==> config.mk <==
export PLATFORM = sky130hd
export DESIGN_NAME = byte_lane_rmw
export DESIGN_NICKNAME = d
export VERILOG_FILES = /design/src/rtl/byte_lane_rmw_pkg.sv /design/src/rtl/lane_mask_gen.sv /design/src/rtl/byte_lane_rmw.sv
export SDC_FILE = /design/constraint.sdc
export NUM_CORES = 1
export LEC_CHECK = 0
export CORE_ASPECT_RATIO = 1.1
export CORE_MARGIN = 2
export CORE_UTILIZATION = 25
export CTS_CLUSTER_DIAMETER = 80
export CTS_CLUSTER_SIZE = 12
export DETAILED_ROUTE_END_ITERATION = 8
export SLEW_MARGIN = 20
export SYNTH_ARGS = -nofsm -noshare
export SYNTH_HDL_FRONTEND = slang
export SYNTH_SLANG_ARGS = --single-unit
==> constraint.sdc <==
create_clock -name clk -period 18.8 [get_ports clk]
set_input_delay 3.76 -clock clk [delete_from_list [all_inputs] [get_ports clk]]
set_output_delay 3.76 -clock clk [all_outputs]
set_load 0.005 [all_outputs]
==> src/rtl/byte_lane_rmw_pkg.sv <==
// byte_lane_rmw_pkg: shared FSM states, size encodings and request legality helpers
package byte_lane_rmw_pkg;
    typedef enum logic [2:0] {IDLE, RD, RD_WAIT, WR, RESP} state_t;
    localparam logic [1:0] SZ_B = 2'd0;
    localparam logic [1:0] SZ_H = 2'd1;
    localparam logic [1:0] SZ_W = 2'd2;
    localparam logic [1:0] SZ_D = 2'd3;
    function automatic logic size_legal(input logic [1:0] size, input int data_w);
        return !(size == SZ_D && data_w == 32);
    endfunction
    function automatic logic misaligned(input logic [2:0] addr_offset, input logic [1:0] size);
        return size == SZ_H ? addr_offset[0] :
               size == SZ_W ? |addr_offset[1:0] :
               size == SZ_D ? |addr_offset : 1'b0;
    endfunction
endpackage

==> src/rtl/lane_mask_gen.sv <==
// lane_mask_gen: byte and bit lane masks for an access of 2**size bytes at a byte offset
//   size      : access size code (byte/half/word/double)
//   offset    : byte offset of the access within the DATA_W word
//   byte_mask : one bit per byte lane covered by the access
//   bit_mask  : byte_mask expanded to one bit per data bit
module lane_mask_gen
    import byte_lane_rmw_pkg::*;
#(
    parameter int DATA_W = 64
) (
    input  logic [1:0]                  size,
    input  logic [$clog2(DATA_W/8)-1:0] offset,
    output logic [DATA_W/8-1:0]         byte_mask,
    output logic [DATA_W-1:0]           bit_mask
);
    localparam int NB = DATA_W / 8;
    always_comb begin
        byte_mask = '0;
        for (int i = 0; i < NB; i++)
            byte_mask[i] = i >= int'(offset) && i < int'(offset) + (1 << size);
    end
    for (genvar b = 0; b < NB; b++) begin : g_lane
        assign bit_mask[8*b +: 8] = {8{byte_mask[b]}};
    end
endmodule

==> src/rtl/byte_lane_rmw.sv <==
// byte_lane_rmw: sub-word load/store unit doing read-modify-write over a word-only memory port
//   req_*     : CPU request (valid/ready), address, size, sign, right-aligned store data
//   rsp_*     : CPU response (valid/ready), extended load data, error flag
//   mem_req_* : memory command (valid/ready), write enable, word address, merged write data
//   mem_r*    : memory read return (one-cycle valid pulse with data)
module byte_lane_rmw
    import byte_lane_rmw_pkg::*;
#(
    parameter int DATA_W = 64,
    parameter int ADDR_W = 32
) (
    input  logic              clk,
    input  logic              rst,
    input  logic              req_valid,
    output logic              req_ready,
    input  logic              req_write,
    input  logic [ADDR_W-1:0] req_addr,
    input  logic [1:0]        req_size,
    input  logic              req_signed,
    input  logic [DATA_W-1:0] req_wdata,
    output logic              rsp_valid,
    input  logic              rsp_ready,
    output logic [DATA_W-1:0] rsp_rdata,
    output logic              rsp_err,
    output logic              mem_req_valid,
    input  logic              mem_req_ready,
    output logic              mem_we,
    output logic [ADDR_W-1:0] mem_addr,
    output logic [DATA_W-1:0] mem_wdata,
    input  logic              mem_rvalid,
    input  logic [DATA_W-1:0] mem_rdata
);
    localparam int NB = DATA_W / 8;
    localparam int OFF_W = $clog2(NB);
    localparam logic [1:0] FULL_SZ = 2'(OFF_W);
    state_t state, state_next;
    logic              r_write, r_signed;
    logic [1:0]        r_size;
    logic [OFF_W-1:0]  r_off;
    logic [DATA_W-1:0] r_wdata;
    logic [OFF_W-1:0]  req_off;
    logic              req_err, full_store;
    logic [NB-1:0]     byte_mask, lane_top, byte_msb;
    logic [DATA_W-1:0] bit_mask, merged, loaded;
    logic [OFF_W+2:0]  shamt;
    logic              sign;
    assign req_off    = req_addr[OFF_W-1:0];
    assign req_err    = !size_legal(req_size, DATA_W) || misaligned(3'(req_off), req_size);
    assign full_store = req_write && req_size == FULL_SZ;
    lane_mask_gen #(.DATA_W(DATA_W)) u_mask (
        .size     (r_size),
        .offset   (r_off),
        .byte_mask(byte_mask),
        .bit_mask (bit_mask)
    );
    // The sign bit is the msb of the highest byte lane covered by the access.
    assign lane_top = byte_mask & ~(byte_mask >> 1);
    for (genvar b = 0; b < NB; b++) begin : g_msb
        assign byte_msb[b] = mem_rdata[8*b+7];
    end
    assign shamt  = {r_off, 3'b000};
    assign sign   = r_signed && |(lane_top & byte_msb);
    assign merged = (mem_rdata & ~bit_mask) | ((r_wdata << shamt) & bit_mask);
    assign loaded = ((mem_rdata & bit_mask) >> shamt) | (sign ? ~(bit_mask >> shamt) : '0);
    assign req_ready     = state == IDLE;
    assign rsp_valid     = state == RESP;
    assign mem_req_valid = state == RD || state == WR;
    always_ff @(posedge clk or posedge rst) begin
        if (rst) state <= IDLE;
        else     state <= state_next;
    end
    always_comb begin
        state_next = state;
        case (state)
            IDLE:    if (req_valid) state_next = req_err ? RESP : full_store ? WR : RD;
            RD:      if (mem_req_ready) state_next = RD_WAIT;
            RD_WAIT: if (mem_rvalid) state_next = r_write ? WR : RESP;
            WR:      if (mem_req_ready) state_next = RESP;
            RESP:    if (rsp_ready) state_next = IDLE;
            default: state_next = IDLE;
        endcase
    end
    always_ff @(posedge clk or posedge rst) begin
        if (rst) begin
            r_write   <= 1'b0;
            r_signed  <= 1'b0;
            r_size    <= SZ_B;
            r_off     <= '0;
            r_wdata   <= '0;
            mem_we    <= 1'b0;
            mem_addr  <= '0;
            mem_wdata <= '0;
            rsp_err   <= 1'b0;
            rsp_rdata <= '0;
        end else begin
            if (state == IDLE && req_valid) begin
                r_write   <= req_write;
                r_signed  <= req_signed;
                r_size    <= req_size;
                r_off     <= req_off;
                r_wdata   <= req_wdata;
                mem_we    <= full_store && !req_err;
                mem_addr  <= {req_addr[ADDR_W-1:OFF_W], {OFF_W{1'b0}}};
                mem_wdata <= req_wdata;
                rsp_err   <= req_err;
                rsp_rdata <= '0;
            end
            if (state == RD_WAIT && mem_rvalid) begin
                if (r_write) begin
                    mem_we    <= 1'b1;
                    mem_wdata <= merged;
                end else begin
                    rsp_rdata <= loaded;
                end
            end
        end
    end
endmodule
==> qor.txt, run 1 <==
Worst setup path class - input pin to register
Relative slew margins - 28.2%
I/O Pins - 335
WP data arrival - 6.92 ns
Final Hold Viols - 0
Clock skew - 0.00728 ns
Number of synthesized flops with an enable pin - 0
Initial antenna violation count - 1
Clk_lat worst skew - 0.56 ns
Post-layout power - 3.70 mW
Min cycle time layout - 6.47 ns
Commonest cells after routing, fill and taps aside - nand2_1, clkdlybuf4s50_1, dfrtp_1
H-tree depth - 1
Horiz. Die Dim - 225 µm
Main synth FF type - dfrtp_1
Longest Clk Path Bufs - 3
Final HPWL DP - 49,200 µm
Clock sinks - 233
RSZ-0062 raised after global routing - no
Worst hold path class - register to register
Initial Util - 25.2%
Post-DRT Antenna Nets - 0
Fmax - 155 MHz
Grt total ovfl - 0
Synth cell types - 68
DRC - 0
Synth Instances - 1,561
Commonest non-fill, non-tap cell in the layout - nand2_1
Post-CTS Setup Bufs - 0
Status - complete, no violations
CP Capture Type - register
Pins Over Slew Limit - 0
# fillers - 5,505
Root buf cell - clkbuf_16
Pwr/cell area - 205 nW/µm²
Wirelength per Cell - 26.1 µm
Via density - 5.48
Fin nets - 1,990
LEAKAGE - 7.88 nW
Synth Cell Area - 13,400 µm²
Max Cap Viol - 0
Placeable Area - 53,300 µm²
Post-synth ARST share - 100%
Die Y - 247 µm
Hold_buf cts - 0
R2r worst-path depth - 9
Sequential fraction of the synthesis area - 43.4%
Num CTS Buffers - 26
Gr usage total - 23.0%
First-pass GRT wire length - 94,300 µm
Routed wire length - 65,500 µm
Final setup violation count - 0
Row count - 89
Number of synthesized register bits - 233
Least-Margin Pin Slew - 1.08 ns
Synth warnings - 0
Post_cts resized - 0
Layout area overhead - 34.7%
Vias in the first global route - 13.5k
Diode count - 0
Layout cell share with drive strength beyond 1 - 5.92%
Initial DRC count - 1,552
Peak VDD IR - 0.0000966 V
I/O Buffers - 331
GPL Wtd Cong - 0.996
First-pass DRT Iterations - 6
Largest net degree at the start of global routing - 104
Place WS - 11.78 ns
Die area - 55,600 µm²
Hold Path Depth - 2
CTS tree - built
Clock-pin slew on the worst setup and hold paths - 0.06 ns
Fin worst setup slack - 12.33 ns
WP data required - 19.24 ns
Crit path launch type - input pin
Worst Path Max Fanout - 91
Routed vias - 13.7k
Avg Synthesized Cell Area - 8.60 µm²
Period Utilization, post-route - 34.4%
Post-Route Setup TNS - 0 ns
-- metal layers --
layer	global-route usage, %	share of wire, %
met2	35.6	44
met3	5.10	9.3
met5	0	0
met4	8.84	3.8
met1	31.1	42
-- per-stage QoR --
| stage | utilization, % | instance area, µm² | std cells | hold WS (ns) |
|---|---|---|---|---|
| after global placement | 32.4 | 17300 | 2470 | 0.459 |
| after floorplan | - | 13400 | 1563 | 0.441 |
| after detailed placement | 32.4 | 17300 | 2470 | 0.461 |
| after CTS | 33.9 | 18100 | 2506 | 0.484 |
| after global routing | 33.9 | 18100 | 2506 | 0.487 |
| final | 33.9 | 18100 | 2506 | 0.479 |
-- final cells by class --
type / instances / area [µm²] / area share, %
sequential: 233 / 5840 / 32.3
tap: 682 / 853 / 4.72
multi-input combinational: 1195 / 7120 / 39.3
clock inverter: 7 / 78.8 / 0.436
timing repair buffer: 352 / 3470 / 19.2
inverter: 8 / 37.5 / 0.208
clock buffer: 29 / 693 / 3.83
-- cell families (layout without fill, tap and decap cells) --
logic type               Yosys count  count (layout)  synth area share, %
AND/OR/NAND/NOR                  599             599                 18.8
AO/OA/AOI/OAI                    494             494                 24.3
flip-flops                       233             233                 43.4
buffers and inverters            135             396                 3.93
multiplexers                      93              93                 8.80
adder cells (fa/ha/maj)            4               4                0.429
XOR/XNOR                           2               2                0.242
other                              1               3               0.0279
-- report_power, final --
| group | internal [mW] | switching [mW] |
|---|---|---|
| Sequential | 0.729 | 0.256 |
| Combinational | 0.875 | 1.35 |
| Clock | 0.276 | 0.217 |
| Total | 1.88 | 1.82 |
-- cells in the mapped netlist (16+ instances only) --
master / count / area share [%]
a211o_1: 16 / 1.0
a211oi_1: 48 / 2.7
a21o_1: 23 / 1.3
a21oi_1: 168 / 6.3
a221oi_1: 18 / 1.2
a22oi_1: 35 / 2.0
a31oi_1: 66 / 3.1
and3_1: 33 / 1.5
buf_1: 16 / 0.45
clkbuf_1: 100 / 2.8
dfrtp_1: 233 / 43
mux2i_1: 64 / 4.8
mux4_2: 19 / 3.2
nand2_1: 389 / 11
nand3_1: 20 / 0.75
nor2_1: 88 / 2.5
nor2b_1: 20 / 0.93
o21ai_0: 38 / 1.4
-- critical path, cell delays in order --
cell             delay (ns)
clkdlybuf4s50_1        0.66
nand2_4                0.38
buf_4                  0.74
buf_4                  0.84
nand2_1                0.13
a21o_1                 0.21
o21ai_0                0.10
-- sequential cells by signal, indices dropped and copies added (netlist names) --
name       flops
mem_addr      29
mem_wdata     64
mem_we         1
r_off          3
r_signed       1
r_size         2
r_wdata       64
r_write        1
rsp_err        1
rsp_rdata     64
state          3
-- final timing paths --
check                                    startpoint                        to  slack [ns]
hold / removal             mem_addr[31]$_DFFE_PP0P_  mem_addr[31]$_DFFE_PP0P_        0.48
max in group asynchronous                       rst      r_off[0]$_DFFE_PP0P_       13.62
min in group asynchronous                       rst    mem_wdata[1]$_DFF_PP0_        3.73
setup reg to reg               r_off[1]$_DFFE_PP0P_    rsp_rdata[5]$_DFF_PP0_       14.15
setup / recovery                          req_valid   mem_wdata[45]$_DFF_PP0_       12.33
hold reg to reg            mem_addr[31]$_DFFE_PP0P_  mem_addr[31]$_DFFE_PP0P_        0.48
Note: power is estimated with default switching activity, not from simulation.
==> inputs of run 2 (changes only) <==
==> constraint.sdc (replaced) <==
create_clock -name clk -period 6.4 [get_ports clk]
set_input_delay 1.28 -clock clk [delete_from_list [all_inputs] [get_ports clk]]
set_output_delay 1.28 -clock clk [all_outputs]
set_load 0.005 [all_outputs]
==> run 2 against run 1 <==
Core utilization shrank 0.19 points; register-to-register slack worse by 12 ns; critical path type is now register to register; die area did not move.
==> qor.txt, run 2 (synthesis results as in run 1) <==
Crit path launch type - register
CTS tree - built
Final setup violation count - 0
Initial Util - 25.2%
Fmax - 226 MHz
Final HPWL DP - 50,100 µm
Final instance area - 18,000 µm²
# fillers - 5,491
Reg-to-reg startpoint - r_off[0]$_DFFE_PP0P_
Layout cell share with drive strength beyond 1 - 5.51%
Relative slew margins - 23.0%
Routed wire length - 66,000 µm
GPL Wtd Cong - 1.00
Die area - 55,600 µm²
Via density - 5.55
Period Utilization, post-route - 69.2%
Initial antenna violation count - 2
Worst setup path class - register to register
Gr usage total - 23.2%
Worst hold path class - register to register
Commonest non-fill, non-tap cell in the layout - nand2_1
I/O Pins - 335
Area after DPL - 17,300 µm²
Wirelength per Cell - 26.4 µm
First-pass DRT Iterations - 7
Pins Over Slew Limit - 0
Horiz. Die Dim - 225 µm
Status - complete, no violations
WP data required - 6.78 ns
Post-DRT Antenna Nets - 0
Grt total ovfl - 0
Place WS - 2.10 ns
Final Hold Viols - 0
H-tree depth - 1
Clk_lat worst skew - 0.56 ns
RSZ-0062 raised after global routing - no
Min cycle time layout - 4.43 ns
Num CTS Buffers - 24
Max Cap Viol - 0
Least-Margin Pin Slew - 1.15 ns
Vias in the first global route - 13.7k
Pwr/cell area - 597 nW/µm²
Peak VDD IR - 0.000254 V
Clock skew - 0.0314 ns
Hold_buf cts - 0
Worst Path Max Fanout - 45
Worst Setup SP - r_off[0]$_DFFE_PP0P_
Fin worst setup slack - 1.97 ns
Root buf cell - clkbuf_16
Routed vias - 13.9k
Largest net degree at the start of global routing - 146
Clock-pin slew on the worst setup and hold paths - 0.07 ns
Placeable Area - 53,300 µm²
LEAKAGE - 7.82 nW
First-pass GRT wire length - 95,000 µm
Post_cts resized - 0
Longest Clk Path Bufs - 3
DRC - 0
Fin nets - 1,988
WP data arrival - 4.80 ns
Hold_ws - 0.478 ns
Die Y - 247 µm
Post-layout power - 10.7 mW
Row count - 89
CP Capture Type - register
Post-CTS Setup Bufs - 0
Commonest cells after routing, fill and taps aside - nand2_1, clkdlybuf4s50_1, dfrtp_1
Initial DRC count - 1,482
Clock sinks - 233
Hold_sp - mem_addr[14]$_DFFE_PP0P_
Layout area overhead - 34.0%
Post-Route Setup TNS - 0 ns
Largest registers - mem_wdata: 64 flops, r_wdata: 64 flops, rsp_rdata: 64 flops
I/O Buffers - 331
[run 2: layer usage]
metal	wire length, µm	GRT usage (%)	vias to the layer above
met5	13	0	-
met2	29100	35.6	751
met3	5960	5.16	152
li1	-	-	6144
met4	2670	9.00	2
met1	28300	31.7	6828
[run 2: per-stage QoR]
stage	util, %	std cells
2_1_floorplan	-	1563
3_3_place_gp	32.5	2470
3_5_place_dp	32.5	2470
4_1_cts	33.7	2498
5_1_grt	33.7	2498
6_report	33.7	2499
[run 2: area by class of cell]
cell class	count	area, µm²	share of cell area (%)
Clock inverter	3	36.3	0.202
Tap cell	682	853	4.75
Timing Repair Buffer	352	3500	19.4
Multi-Input combinational cell	1195	7110	39.5
Inverter	8	33.8	0.188
Antenna cell	1	2.50	0.0139
Clock buffer	25	614	3.42
Sequential cell	233	5840	32.5
[run 2: final timing paths]
| path | endpoint | slack, ns | depth (start not counted) |
|---|---|---|---|
| worst max-delay path | rsp_rdata[19]$_DFF_PP0_ | 1.97 | 9 |
| worst min-delay path | mem_addr[14]$_DFFE_PP0P_ | 0.48 | 2 |
| worst max register to register | rsp_rdata[19]$_DFF_PP0_ | 1.97 | 9 |
| worst min register to register | mem_addr[14]$_DFFE_PP0P_ | 0.48 | 2 |
| max in group asynchronous | rsp_rdata[50]$_DFF_PP0_ | 4.03 | 4 |
| min in group asynchronous | mem_wdata[42]$_DFF_PP0_ | 1.25 | 3 |
[run 2: power by group]
part | internal [mW] | total (mW) | switching (mW)
clock network | 0.683 | 1.30 | 0.613
registers | 2.14 | 2.91 | 0.771
logic | 2.57 | 6.53 | 3.96
total | 5.40 | 10.7 | 5.34
[run 2: critical path, cell delays in order, from the launching register on]
cell	delay, ns
dfrtp_4	0.69
ha_1	0.35
fa_1	0.51
nand4bb_1	0.33
nor3_2	0.38
or2_1	0.56
a31oi_1	0.18
a311o_1	0.48
a21oi_1	0.64
a21oi_1	0.14
